--- config.mk ---
export PLATFORM = sky130hd
export DESIGN_NAME = paddle_key_ctrl
export DESIGN_NICKNAME = d
export VERILOG_FILES = /design/src/rtl/paddle_key_ctrl.sv
export SDC_FILE = /design/constraint.sdc
export NUM_CORES = 1
export LEC_CHECK = 0
export BUFFER_PORTS_ARGS = -buffer_cell sky130_fd_sc_hd__buf_2
export CORE_AREA = 2 2 64 66
export CTS_BUF_LIST = sky130_fd_sc_hd__clkbuf_8
export CTS_CLUSTER_DIAMETER = 30
export DETAILED_ROUTE_END_ITERATION = 6
export DIE_AREA = 0 0 66 68
export HOLD_SLACK_MARGIN = 0.12
export REMOVE_ABC_BUFFERS = 1
export SLEW_MARGIN = 25
export SYNTH_ARGS = -nofsm -noshare
export SYNTH_HDL_FRONTEND = slang
export SYNTH_SLANG_ARGS = --single-unit
--- constraint.sdc ---
create_clock -name clock -period 2.1 [get_ports clock]
set_input_delay 0.315 -clock clock [delete_from_list [all_inputs] [get_ports clock]]
set_output_delay 0.315 -clock clock [all_outputs]
set_load 0.01 [all_outputs]
--- src/rtl/paddle_key_ctrl.sv ---
// paddle_key_ctrl: turns a PS/2 scan-code byte stream into paddle move
// commands, held-key flags and a launch pulse.
//
// Strobe semantics: ps2_valid qualifies ps2_byte for exactly the cycle it is
// high, and there is no back-pressure, so every valid byte is consumed that
// cycle. move_valid and launch are single-cycle strobes with no ready
// handshake. move_cmd is stable whenever move_valid is high.
//
// Scan-code parsing: E0 marks an extended code and F0 marks a break (release)
// code. Key map:
//   left  = extended 6B or plain 1C ('A')
//   right = extended 74 or plain 23 ('D')
//   space = plain 29
//
// While exactly one direction key is held, a move command is issued at once
// and then once every MOVE_PERIOD cycles.
//
// dbg_state exposes the parser state for observation. IDLE is encoded as 0.
module paddle_key_ctrl #(
  parameter int MOVE_PERIOD = 500000,
  parameter int CNT_W       = 20
) (
  input  logic       clock,
  input  logic       resetn,
  input  logic [7:0] ps2_byte,
  input  logic       ps2_valid,
  output logic [7:0] move_cmd,
  output logic       move_valid,
  output logic       left_held,
  output logic       right_held,
  output logic       launch,
  output logic [1:0] dbg_state
);

  localparam logic [7:0] BYTE_EXT   = 8'hE0;
  localparam logic [7:0] BYTE_BRK   = 8'hF0;
  localparam logic [7:0] KEY_LEFT_E = 8'h6B;
  localparam logic [7:0] KEY_LEFT_P = 8'h1C;
  localparam logic [7:0] KEY_RIGHT_E = 8'h74;
  localparam logic [7:0] KEY_RIGHT_P = 8'h23;
  localparam logic [7:0] KEY_SPACE  = 8'h29;
  localparam logic [7:0] CMD_RIGHT  = 8'h00;
  localparam logic [7:0] CMD_LEFT   = 8'h01;
  localparam logic [CNT_W-1:0] CNT_LAST = CNT_W'(MOVE_PERIOD - 1);

  typedef enum logic [1:0] {
    IDLE    = 2'd0,
    EXT     = 2'd1,
    BRK     = 2'd2,
    EXT_BRK = 2'd3
  } state_t;

  typedef enum logic [1:0] {
    DIR_NONE  = 2'd0,
    DIR_LEFT  = 2'd1,
    DIR_RIGHT = 2'd2
  } dir_t;

  state_t           state, state_nxt;
  logic             code_done, code_ext, code_brk;
  logic             hit_left, hit_right, hit_space;
  logic             space_held;
  dir_t             dir_now, dir_prev;
  logic [CNT_W-1:0] rep_cnt;

  assign dbg_state = state;

  // Parser state register; reset drops any partially received code.
  always_ff @(posedge clock) begin
    if (!resetn) state <= IDLE;
    else         state <= state_nxt;
  end

  // Parser next state. Also flags a completed code together with its ext/break qualifiers.
  always_comb begin
    state_nxt = state;
    code_done = 1'b0;
    code_ext  = 1'b0;
    code_brk  = 1'b0;
    if (ps2_valid) begin
      case (state)
        IDLE: begin
          if (ps2_byte == BYTE_EXT)      state_nxt = EXT;
          else if (ps2_byte == BYTE_BRK) state_nxt = BRK;
          else                           code_done = 1'b1;
        end
        EXT: begin
          if (ps2_byte == BYTE_BRK) begin
            state_nxt = EXT_BRK;
          end else begin
            state_nxt = IDLE;
            code_done = 1'b1;
            code_ext  = 1'b1;
          end
        end
        BRK: begin
          state_nxt = IDLE;
          code_done = 1'b1;
          code_brk  = 1'b1;
        end
        EXT_BRK: begin
          state_nxt = IDLE;
          code_done = 1'b1;
          code_ext  = 1'b1;
          code_brk  = 1'b1;
        end
        default: state_nxt = IDLE;
      endcase
    end
  end

  // Decode a completed code into the three keys we care about; anything else is ignored.
  always_comb begin
    hit_left  = 1'b0;
    hit_right = 1'b0;
    hit_space = 1'b0;
    if (code_done) begin
      hit_left  = code_ext ? (ps2_byte == KEY_LEFT_E)  : (ps2_byte == KEY_LEFT_P);
      hit_right = code_ext ? (ps2_byte == KEY_RIGHT_E) : (ps2_byte == KEY_RIGHT_P);
      hit_space = !code_ext && (ps2_byte == KEY_SPACE);
    end
  end

  // Held flags and launch. Typematic repeats re-assert the same held value, so they have no effect.
  always_ff @(posedge clock) begin
    if (!resetn) begin
      left_held  <= 1'b0;
      right_held <= 1'b0;
      space_held <= 1'b0;
      launch     <= 1'b0;
    end else begin
      launch <= 1'b0;
      if (hit_left)  left_held  <= !code_brk;
      if (hit_right) right_held <= !code_brk;
      if (hit_space) begin
        space_held <= !code_brk;
        if (!code_brk && !space_held) launch <= 1'b1;
      end
    end
  end

  // Active direction exists only when exactly one direction key is held.
  always_comb begin
    dir_now = DIR_NONE;
    if (left_held && !right_held)      dir_now = DIR_LEFT;
    else if (right_held && !left_held) dir_now = DIR_RIGHT;
  end

  // Repeat timer: pulse on entering a direction, then once per MOVE_PERIOD cycles while it stays active.
  always_ff @(posedge clock) begin
    if (!resetn) begin
      dir_prev   <= DIR_NONE;
      rep_cnt    <= '0;
      move_valid <= 1'b0;
      move_cmd   <= CMD_RIGHT;
    end else begin
      dir_prev   <= dir_now;
      move_valid <= 1'b0;
      if (dir_now == DIR_NONE) begin
        rep_cnt <= '0;
      end else begin
        move_cmd <= (dir_now == DIR_LEFT) ? CMD_LEFT : CMD_RIGHT;
        if (dir_now != dir_prev) begin
          rep_cnt    <= '0;
          move_valid <= 1'b1;
        end else if (rep_cnt == CNT_LAST) begin
          rep_cnt    <= '0;
          move_valid <= 1'b1;
        end else begin
          rep_cnt <= rep_cnt + 1'b1;
        end
      end
    end
  end

endmodule
==> impl_metrics.py, run 1 <==
metrics = {
    "detailed_routing": {
        "drc": 0,
        "vias": 1287,
        "first_pass_iters": 4,
        "vias_per_cell": 5.211,
        "ant_nets": 0,
        "routed_wl_mm": 2.949,
        "drt_iter0_markers": 94,
        "wire_per_inst_um": 11.94,
    },
    "die": {
        "rows": 23,
        "coreArea_um2": 3856,
        "die_w_um": 66,
        "pin_count": 25,
        "fp.dieH_um": 68,
        "start_util_pct": 39.94,
        "die_area_um2": 4488,
    },
    "job": {
        "drv_cap": 0,
    },
    "power": {
        "vdd_drop_max_mv": 0.3413,
        "powerDensity_nw_per_um2": 618.8,
        "p_leak_nw": 0.6594,
        "seqPwrFrac_pct": 52.8,
        "power_frac_clock_pct": 43.1,
        "p_comb_share_pct": 4.1,
        "p_sw_share_pct": 21.77,
        "intPower_w": 0.0008437,
        "power.switching_w": 0.0002349,
    },
    "global_routing": {
        "grt.total_usage_pct": 14.53,
        "grt_pass1_vias": 1176,
        "antenna_found_initial": 0,
        "grt-ovfl-total": 0,
        "grt_max_degree": 13,
        "grt_pass1_wl_mm": 5.030,
    },
    "synthesis": {
        "ys_top_cells_by_area": "dfxtp_1 (39%), nor2_1 (6.1%), xnor2_1 (5.1%)",
        "syn_avg_cell_area_um2": 8.801,
        "async_reset_ff_share_pct": 0,
        "yosysSeqAreaShare_pct": 38.99,
        "mappedNetlistArea_um2": 1540,
        "synth-edff-count": 0,
        "netlist.area_leader.share_pct": 38.99,
        "ys.flop_type": "dfxtp_1",
        "yosys.area.top_type": "dfxtp_1",
        "ys_types": 42,
        "syn-instance-count": 175,
        "yosysWarnings": 0,
        "ys_seq_elements": 30,
    },
    "cts": {
        "cts_hold_buf": 0,
        "htree_levels": 2,
        "ctsResizeCount": 0,
        "post_cts_buffers": 0,
        "cts.sinks": 30,
        "cts.clk_slew.worst_paths_ns": 0.06,
        "cts_tree": "built",
        "root_buffer": "clkbuf_8",
        "clk_latency_ns": 0.28,
        "cts_buffers": 5,
        "cts_max_path_buffers": 2,
    },
    "worst_setup_path": {
        "path_cells": "ha_1 -> and4_1 -> nand3_1 -> o2111ai_1 -> buf_4 -> o21ba_2",
        "critPathCaptureType": "register",
        "worst-path-buf-inv": 1,
        "critPathMaxFanout": 12,
        "crit_type": "register to register",
        "cp_top_family": "simple AND/OR/NAND/NOR gates",
        "slowest_delay_ns": 0.37,
        "cp.arrival_ns": 1.95,
        "cp-start-kind": "register",
        "r2r_slack_ns": 0.33,
        "crit_path_top_delay_cell": "dfxtp_1",
        "required_ns": 2.27,
    },
    "layout": {
        "diodes": 0,
        "fill_cells": 388,
        "final_cells": 247,
        "syn_to_final_growth_pct": 13.16,
        "layout-drive-gt1-share_pct": 15.23,
        "fin_nets": 210,
    },
    "sta": {
        "slew_viol_final": 0,
        "whs_ns": 0.3062,
        "fmax_mhz": 563.8,
        "min_period_ns": 1.774,
        "finClkSkew_ns": 0.005561,
        "hold_viol_final": 0,
        "fin_crit_sh_pct": 84.47,
        "rsz0062_at_grt": "no",
        "setup_viol": 0,
    },
    "worst_hold_path": {
        "hold_class": "input port to register",
    },
    "placed_design": {
        "io_buffer_count": 17,
        "hpwl_mm": 2.276,
        "dpl.cell_count": 239,
        "place_congestion": 0.8003,
    },
    "status": {
        "outcome": "completed",
    },
}
## per-stage QoR
step | setup TNS (ns) | worst slack [ns] | cell area (µm²) | util, % | total power (W)
final | 0 | 0.3262 | 1743 | 45.20 | 0.001079
after global routing | 0 | 0.1430 | 1743 | 45.20 | 0.001115
after CTS | 0 | 0.3046 | 1743 | 45.20 | 0.001087
after detailed placement | 0 | 0.3146 | 1652 | 42.83 | 0.0006248
after global placement | 0 | 0.3850 | 1652 | 42.83 | 0.0006232
after floorplan | -0.02132 | -0.02132 | 1489 | - | 0.0006034
## synthesized netlist by cell type, drive strengths merged (2+ instances only)
| cell | number |
|---|---|
| dfxtp | 30 |
| nor2 | 25 |
| nand2 | 12 |
| buf | 10 |
| nand3 | 9 |
| xnor2 | 9 |
| xor2 | 7 |
| nor3 | 6 |
| a21oi | 5 |
| inv | 5 |
| nand4 | 5 |
| and2 | 4 |
| and4 | 4 |
| nor4 | 4 |
| ha | 3 |
| mux2i | 3 |
| o21ai | 3 |
| or3 | 3 |
| nand2b | 2 |
| nand4bb | 2 |
| nor3b | 2 |
| o2111a | 2 |
| o21a | 2 |
| o31ai | 2 |
## worst reg2reg max path: stages (launching register included)
cell	delay, ns
dfxtp_1	0.37
ha_1	0.24
and4_1	0.31
nand3_1	0.12
o2111ai_1	0.23
buf_4	0.22
o21ba_2	0.17
## final timing paths
check                                start           to  cells after the start
worst min-delay path                resetn  dir_prev[0]                      2
worst max register to register  rep_cnt[0]  rep_cnt[18]                      6
worst max-delay path            rep_cnt[0]  rep_cnt[18]                      6
worst min register to register  space_held       launch                      1
## final cells by class
class | instances | area (µm²) | share of cell area (%)
clock buffer | 6 | 82.58 | 4.738
clock inverter | 2 | 8.758 | 0.5025
inverter | 5 | 18.77 | 1.077
multi-input combinational | 135 | 869.6 | 49.89
tap | 50 | 62.56 | 3.589
sequential | 30 | 600.6 | 34.46
timing repair buffer | 19 | 100.1 | 5.743
## power groups by stage
stage | Sequential [W] | Clock, W | Combinational (W)
finish | 0.000570 | 0.000465 | 0.0000440
global placement | 0.000582 | 0 | 0.0000410
floorplan | 0.000582 | 0 | 0.0000211
detailed placement | 0.000582 | 0 | 0.0000426
global route | 0.000569 | 0.000497 | 0.0000487
CTS | 0.000570 | 0.000475 | 0.0000427
## logic make-up after synthesis
logic type,count (synthesis),synth area share (%)
other,1,0.2435
and+or+nand+nor,86,31.52
adders and majority gates,3,2.437
muxes,3,1.950
xor gates and xnor gates,16,9.099
AOI/OAI and AO/OA,20,9.747
buffers and inverters,16,6.011
DFF,30,38.99
## layer usage
layer,track usage [%],up-vias,routed length (µm)
li1,-,652,-
met1,16.83,592,1340
met2,25.00,33,1411
met3,3.454,10,109
met4,7.653,0,88
met5,0,-,0
## placed cells by master (no fill, tap or decap), types with 3 or more instances in the layout
master	instances
dfxtp_1	30
nor2_1	25
buf_2	17
nand2_1	12
nand3_1	9
xnor2_1	9
xor2_1	7
conb_1	7
inv_1	6
nor3_1	6
clkbuf_8	6
a21oi_1	5
nand4_1	5
and4_1	4
nor4_1	4
and2_1	4
o21ai_0	3
or3_1	3
mux2i_1	3
ha_1	3
## flip-flops by register name, summed over array words and instances, names as in the netlist
signal and cells:
dbg_state 2, dir_prev 2, launch 1, left_held 1
move_cmd 1, move_valid 1, rep_cnt 20, right_held 1
space_held 1
Power figures use the tool's default switching activity.
==> run 2: changes to the inputs <==
Clock period 2.1 ns to 1.55 ns, I/O delays scaled along.
==> impl_metrics.py, run 2 (same netlist as run 1, synthesis figures left out) <==
metrics = {
    "status": {
        "outcome": "completed",
    },
    "layout": {
        "mostFrequentLayoutCells": "nor2_1 (24), dfxtp_1 (23), buf_4 (18), buf_2 (17), nand2_1 (12)",
        "syn_to_final_growth_pct": 29.65,
        "final_common_cell": "nor2_1",
        "final_util_pct": 51.78,
        "largest_reg_flops": 20,
        "fin_nets": 229,
        "top_register": "rep_cnt",
        "final_cells": 266,
        "diodes": 0,
        "layout-drive-gt1-share_pct": 32.41,
    },
    "worst_setup_path": {
        "startpoint": "rep_cnt[1]",
        "critPathMaxFanout": 6,
        "cp.arrival_ns": 1.65,
        "rr_endpoint": "rep_cnt[14]",
        "endpoint": "rep_cnt[14]",
        "crit_path_top_delay_cell": "dfxtp_2",
        "crit_type": "register to register",
        "r2r_slack_ns": 0.06,
        "path_cells": "ha_2 -> and4_4 -> nand3_2 -> o2111ai_4 -> buf_6 -> nor2_1",
        "reg2regPathDepth": 6,
        "slowest_delay_ns": 0.33,
        "critPathCaptureType": "register",
        "cp-start-kind": "register",
        "r2r-start": "rep_cnt[1]",
        "required_ns": 1.72,
    },
    "placed_design": {
        "hpwl_mm": 2.388,
        "place_congestion": 0.7490,
        "dpl.cell_count": 256,
        "io_buffer_count": 17,
        "dp_slack_ns": -0.07065,
    },
    "power": {
        "power.switching_w": 0.0003288,
        "power_frac_clock_pct": 43.5,
        "p_sw_share_pct": 22.30,
        "p_leak_nw": 0.7765,
        "powerDensity_nw_per_um2": 738.4,
        "intPower_w": 0.001146,
        "seqPwrFrac_pct": 52.3,
        "vdd_drop_max_mv": 0.3634,
        "p_comb_share_pct": 4.2,
    },
    "cts": {
        "cts_max_path_buffers": 2,
        "clk_latency_ns": 0.28,
        "cts.sinks": 30,
        "cts_buffers": 5,
        "htree_levels": 2,
        "root_buffer": "clkbuf_8",
        "cts_hold_buf": 0,
        "cts_tree": "built",
        "cts.clk_slew.worst_paths_ns": 0.06,
    },
    "global_routing": {
        "grt-ovfl-total": 0,
        "grt.total_usage_pct": 14.71,
        "grt_pass1_wl_mm": 5.050,
        "antenna_found_initial": 0,
        "grt_pass1_vias": 1239,
        "grt_max_degree": 14,
    },
    "detailed_routing": {
        "vias_per_cell": 5.086,
        "ant_nets": 0,
        "first_pass_iters": 4,
        "drt_iter0_markers": 82,
        "vias": 1353,
        "routed_wl_mm": 3.294,
        "wire_per_inst_um": 12.38,
        "drc": 0,
    },
    "die": {
        "rows": 23,
        "start_util_pct": 39.94,
        "pin_count": 25,
        "die_area_um2": 4488,
        "die_w_um": 66,
        "fp.dieH_um": 68,
        "coreArea_um2": 3856,
    },
    "job": {
        "drv_cap": 0,
    },
    "sta": {
        "finClkSkew_ns": 0.004111,
        "final.setup.worst_slack_ns": 0.06263,
        "hold_viol_final": 0,
        "slew_viol_final": 0,
        "min_period_ns": 1.487,
        "setup_viol": 0,
        "fin_crit_sh_pct": 95.96,
        "fmax_mhz": 672.3,
    },
    "worst_hold_path": {
        "hold_class": "input port to register",
    },
}
[run 2: metrics by stage]
stage                     total power (W)  cell area [µm²]  hold WS [ns]  TNS (ns)
after floorplan                 0.0008175             1489        0.3598    -8.932
after global placement          0.0008466             1779        0.4089   -0.3829
after detailed placement        0.0008494             1779        0.4234   -0.8905
after CTS                        0.001494             1884        0.2140         0
after global routing             0.001532             1997        0.2249   -0.6042
final                            0.001475             1997        0.2230         0
[run 2: worst min-delay path by stage]
stage                          start  slack (ns)  depth (start not counted)           to
after floorplan               resetn        0.36                          1  dir_prev[0]
after global placement    space_held        0.41                          1       launch
after detailed placement  space_held        0.42                          1       launch
after CTS                     resetn        0.21                          2  dir_prev[0]
after global routing          resetn        0.22                          2  dir_prev[0]
final                         resetn        0.22                          2  dir_prev[0]
[run 2: metal layers]
layer	vias to the layer above	routed length, µm	track usage, %
met3	5	113	4.441
met5	-	0	0
met1	629	1444	16.57
li1	690	-	-
met4	0	36	6.888
met2	29	1700	25.63
[run 2: final cells by class]
type                       instances  area, µm²
fill                             366       1859
multi-input combinational        135      960.9
sequential                        30      609.3
timing repair buffer              38      254.0
clock buffer                       6      82.58
tap                               50      62.56
inverter                           5      18.77
clock inverter                     2      8.758
[run 2: what timing repair did]
action / CTS / global route
pin swaps: 0 / 7
endpoints found under the setup margin: 19 / 20
resized for setup: 3 / 28
gates cloned: 0 / 1
setup buffers: 0 / 1
[run 2: critical path: cells and delay by family (launching register included)]
family	cells	cell delay, ns
simple gates	3	0.41
compound gates	1	0.28
fa+ha+maj	1	0.18
flops	1	0.33
buf+inv	1	0.17
[run 2: power groups by stage]
stage	clock, W	sequential [W]	combinational, W
floorplan	0	0.000789	0.0000286
CTS	0.000662	0.000771	0.0000607
detailed placement	0	0.000789	0.0000607
global route	0.000693	0.000771	0.0000690
finish	0.000641	0.000771	0.0000622
global placement	0	0.000789	0.0000578
==> run 3: changes to the inputs <==
Settings changed: BUFFER_PORTS_ARGS -buffer_cell sky130_fd_sc_hd__buf_2 to -buffer_cell sky130_fd_sc_hd__clkbuf_2, CORE_AREA 2 2 64 66 to 2 2 58 60, DIE_AREA 0 0 66 68 to 0 0 60 62, PLACE_DENSITY from default to 0.75.
==> impl_metrics.py, run 3 (same netlist as run 1, synthesis figures left out) <==
metrics = {
    "die": {
        "rows": 21,
        "fp.dieH_um": 62,
        "die_area_um2": 3720,
        "die_w_um": 60,
        "coreArea_um2": 3179,
        "pin_count": 25,
        "start_util_pct": 48.45,
    },
    "worst_setup_path": {
        "startpoint": "rep_cnt[10]",
        "r2r_slack_ns": 0.02,
        "cp_top_family": "simple AND/OR/NAND/NOR gates",
        "cp.arrival_ns": 1.69,
        "crit_path_top_delay_cell": "nor4_2",
        "critPathMaxFanout": 11,
        "cp-start-kind": "register",
        "path_cells": "nor4_2 -> nand4b_1 -> o2111ai_2 -> buf_6 -> buf_12 -> nor2_1",
        "critPathCaptureType": "register",
        "r2r-start": "rep_cnt[10]",
        "worst-path-buf-inv": 2,
        "required_ns": 1.72,
        "slowest_delay_ns": 0.35,
        "crit_type": "register to register",
    },
    "sta": {
        "fmax_mhz": 655.5,
        "min_period_ns": 1.526,
        "hold_viol_final": 0,
        "slew_viol_final": 0,
        "fin_crit_sh_pct": 98.42,
        "setup_viol": 0,
        "finClkSkew_ns": 0.005885,
    },
    "power": {
        "p_comb_share_pct": 4.4,
        "intPower_w": 0.001138,
        "p_leak_nw": 0.7537,
        "powerDensity_nw_per_um2": 741.7,
        "vdd_drop_max_mv": 0.3510,
        "power.switching_w": 0.0003075,
        "finalPower_w": 0.001446,
        "p_sw_share_pct": 21.27,
        "seqPwrFrac_pct": 53.4,
        "power_frac_clock_pct": 42.2,
    },
    "layout": {
        "syn_to_final_growth_pct": 26.56,
        "layout-drive-gt1-share_pct": 30.37,
        "diodes": 0,
        "fin_nets": 229,
        "final_common_cell": "dfxtp_1",
        "largest_reg_flops": 20,
        "mostFrequentLayoutCells": "dfxtp_1 (25), nor2_1 (24), buf_4 (19), clkbuf_2 (17), nand2_1 (12)",
        "final_util_pct": 61.31,
        "top_register": "rep_cnt",
    },
    "cts": {
        "cts_hold_buf": 0,
        "htree_levels": 2,
        "cts.clk_slew.worst_paths_ns": 0.06,
        "cts_tree": "built",
        "cts_buffers": 5,
        "cts_max_path_buffers": 2,
        "root_buffer": "clkbuf_8",
        "post_cts_buffers": 0,
        "clk_latency_ns": 0.28,
        "cts.sinks": 30,
    },
    "detailed_routing": {
        "wire_per_inst_um": 12.92,
        "vias_per_cell": 5.300,
        "vias": 1378,
        "drt_iter0_markers": 43,
        "first_pass_iters": 4,
        "ant_nets": 0,
        "routed_wl_mm": 3.359,
        "drc": 0,
    },
    "worst_hold_path": {
        "hold_class": "input port to register",
        "holdCritStartpoint": "resetn",
    },
    "global_routing": {
        "grt_max_degree": 12,
        "antenna_found_initial": 0,
        "grt_pass1_vias": 1254,
        "grt_pass1_wl_mm": 5.023,
        "grt.total_usage_pct": 18.25,
        "grt-ovfl-total": 0,
    },
    "placed_design": {
        "hpwl_mm": 2.408,
        "io_buffer_count": 17,
        "place_congestion": 0.8269,
    },
    "status": {
        "outcome": "completed",
    },
    "job": {
        "drv_cap": 0,
    },
}
==> run 3: changes by cell type in the layout (fill, tap and decap cells not counted), sizes merged <==
| cell | previous run | this run |
|---|---|---|
| inv | 6 | 5 |
| clkinv | 1 | 0 |
| clkbuf | 6 | 23 |
| buf | 38 | 21 |
==> run 3: area by class of cell <==
cell class,instances,area [µm²]
inverter,5,18.77
multi-input combinational,135,924.6
clock buffer,6,82.58
timing repair buffer,38,259.0
tap,46,57.56
fill,273,1230
sequential,30,606.8
==> run 3: power groups by stage <==
stage	registers [W]	logic, W	clock network, W
3_5_place_dp	0.000789	0.0000621	0
5_1_grt	0.000771	0.0000707	0.000662
3_3_place_gp	0.000789	0.0000616	0
6_report	0.000772	0.0000631	0.000611
4_1_cts	0.000772	0.0000626	0.000625
2_1_floorplan	0.000789	0.0000286	0
==> run 3: routing by layer <==
layer	part of all wire [%]	global-route usage, %	vias to the layer above	routed length, µm
met2	53	32.45	40	1782
li1	-	-	688	-
met1	41	20.28	644	1387
met3	4.0	4.969	6	135
met5	0	0	-	0
met4	1.6	8.571	0	53
==> run 3: metrics by stage <==
stage               hold slack [ns]  cell area [µm²]  instances  worst slack, ns  setup TNS, ns
finish                       0.2307             1949        260          0.02445              0
global route                 0.2406             1949        260         -0.04475        -0.5498
CTS                          0.2259             1887        260        0.0001193              0
detailed placement           0.4180             1802        254        -0.006840      -0.006840
global placement             0.4091             1802        254         0.007234              0
floorplan                    0.3598             1489        170          -0.5713         -8.932
==> run 3: repair_timing <==
item,in CTS,in global routing
pin swaps,0,1
gates cloned,0,0
endpoints found under the setup margin,1,20
resized for setup,1,18
==> run 3: worst paths after layout <==
| check | to | cells past startpoint |
|---|---|---|
| setup / recovery | rep_cnt[9] | 6 |
| setup reg to reg | rep_cnt[9] | 6 |
| hold reg to reg | launch | 1 |
| hold / removal | dir_prev[0] | 2 |
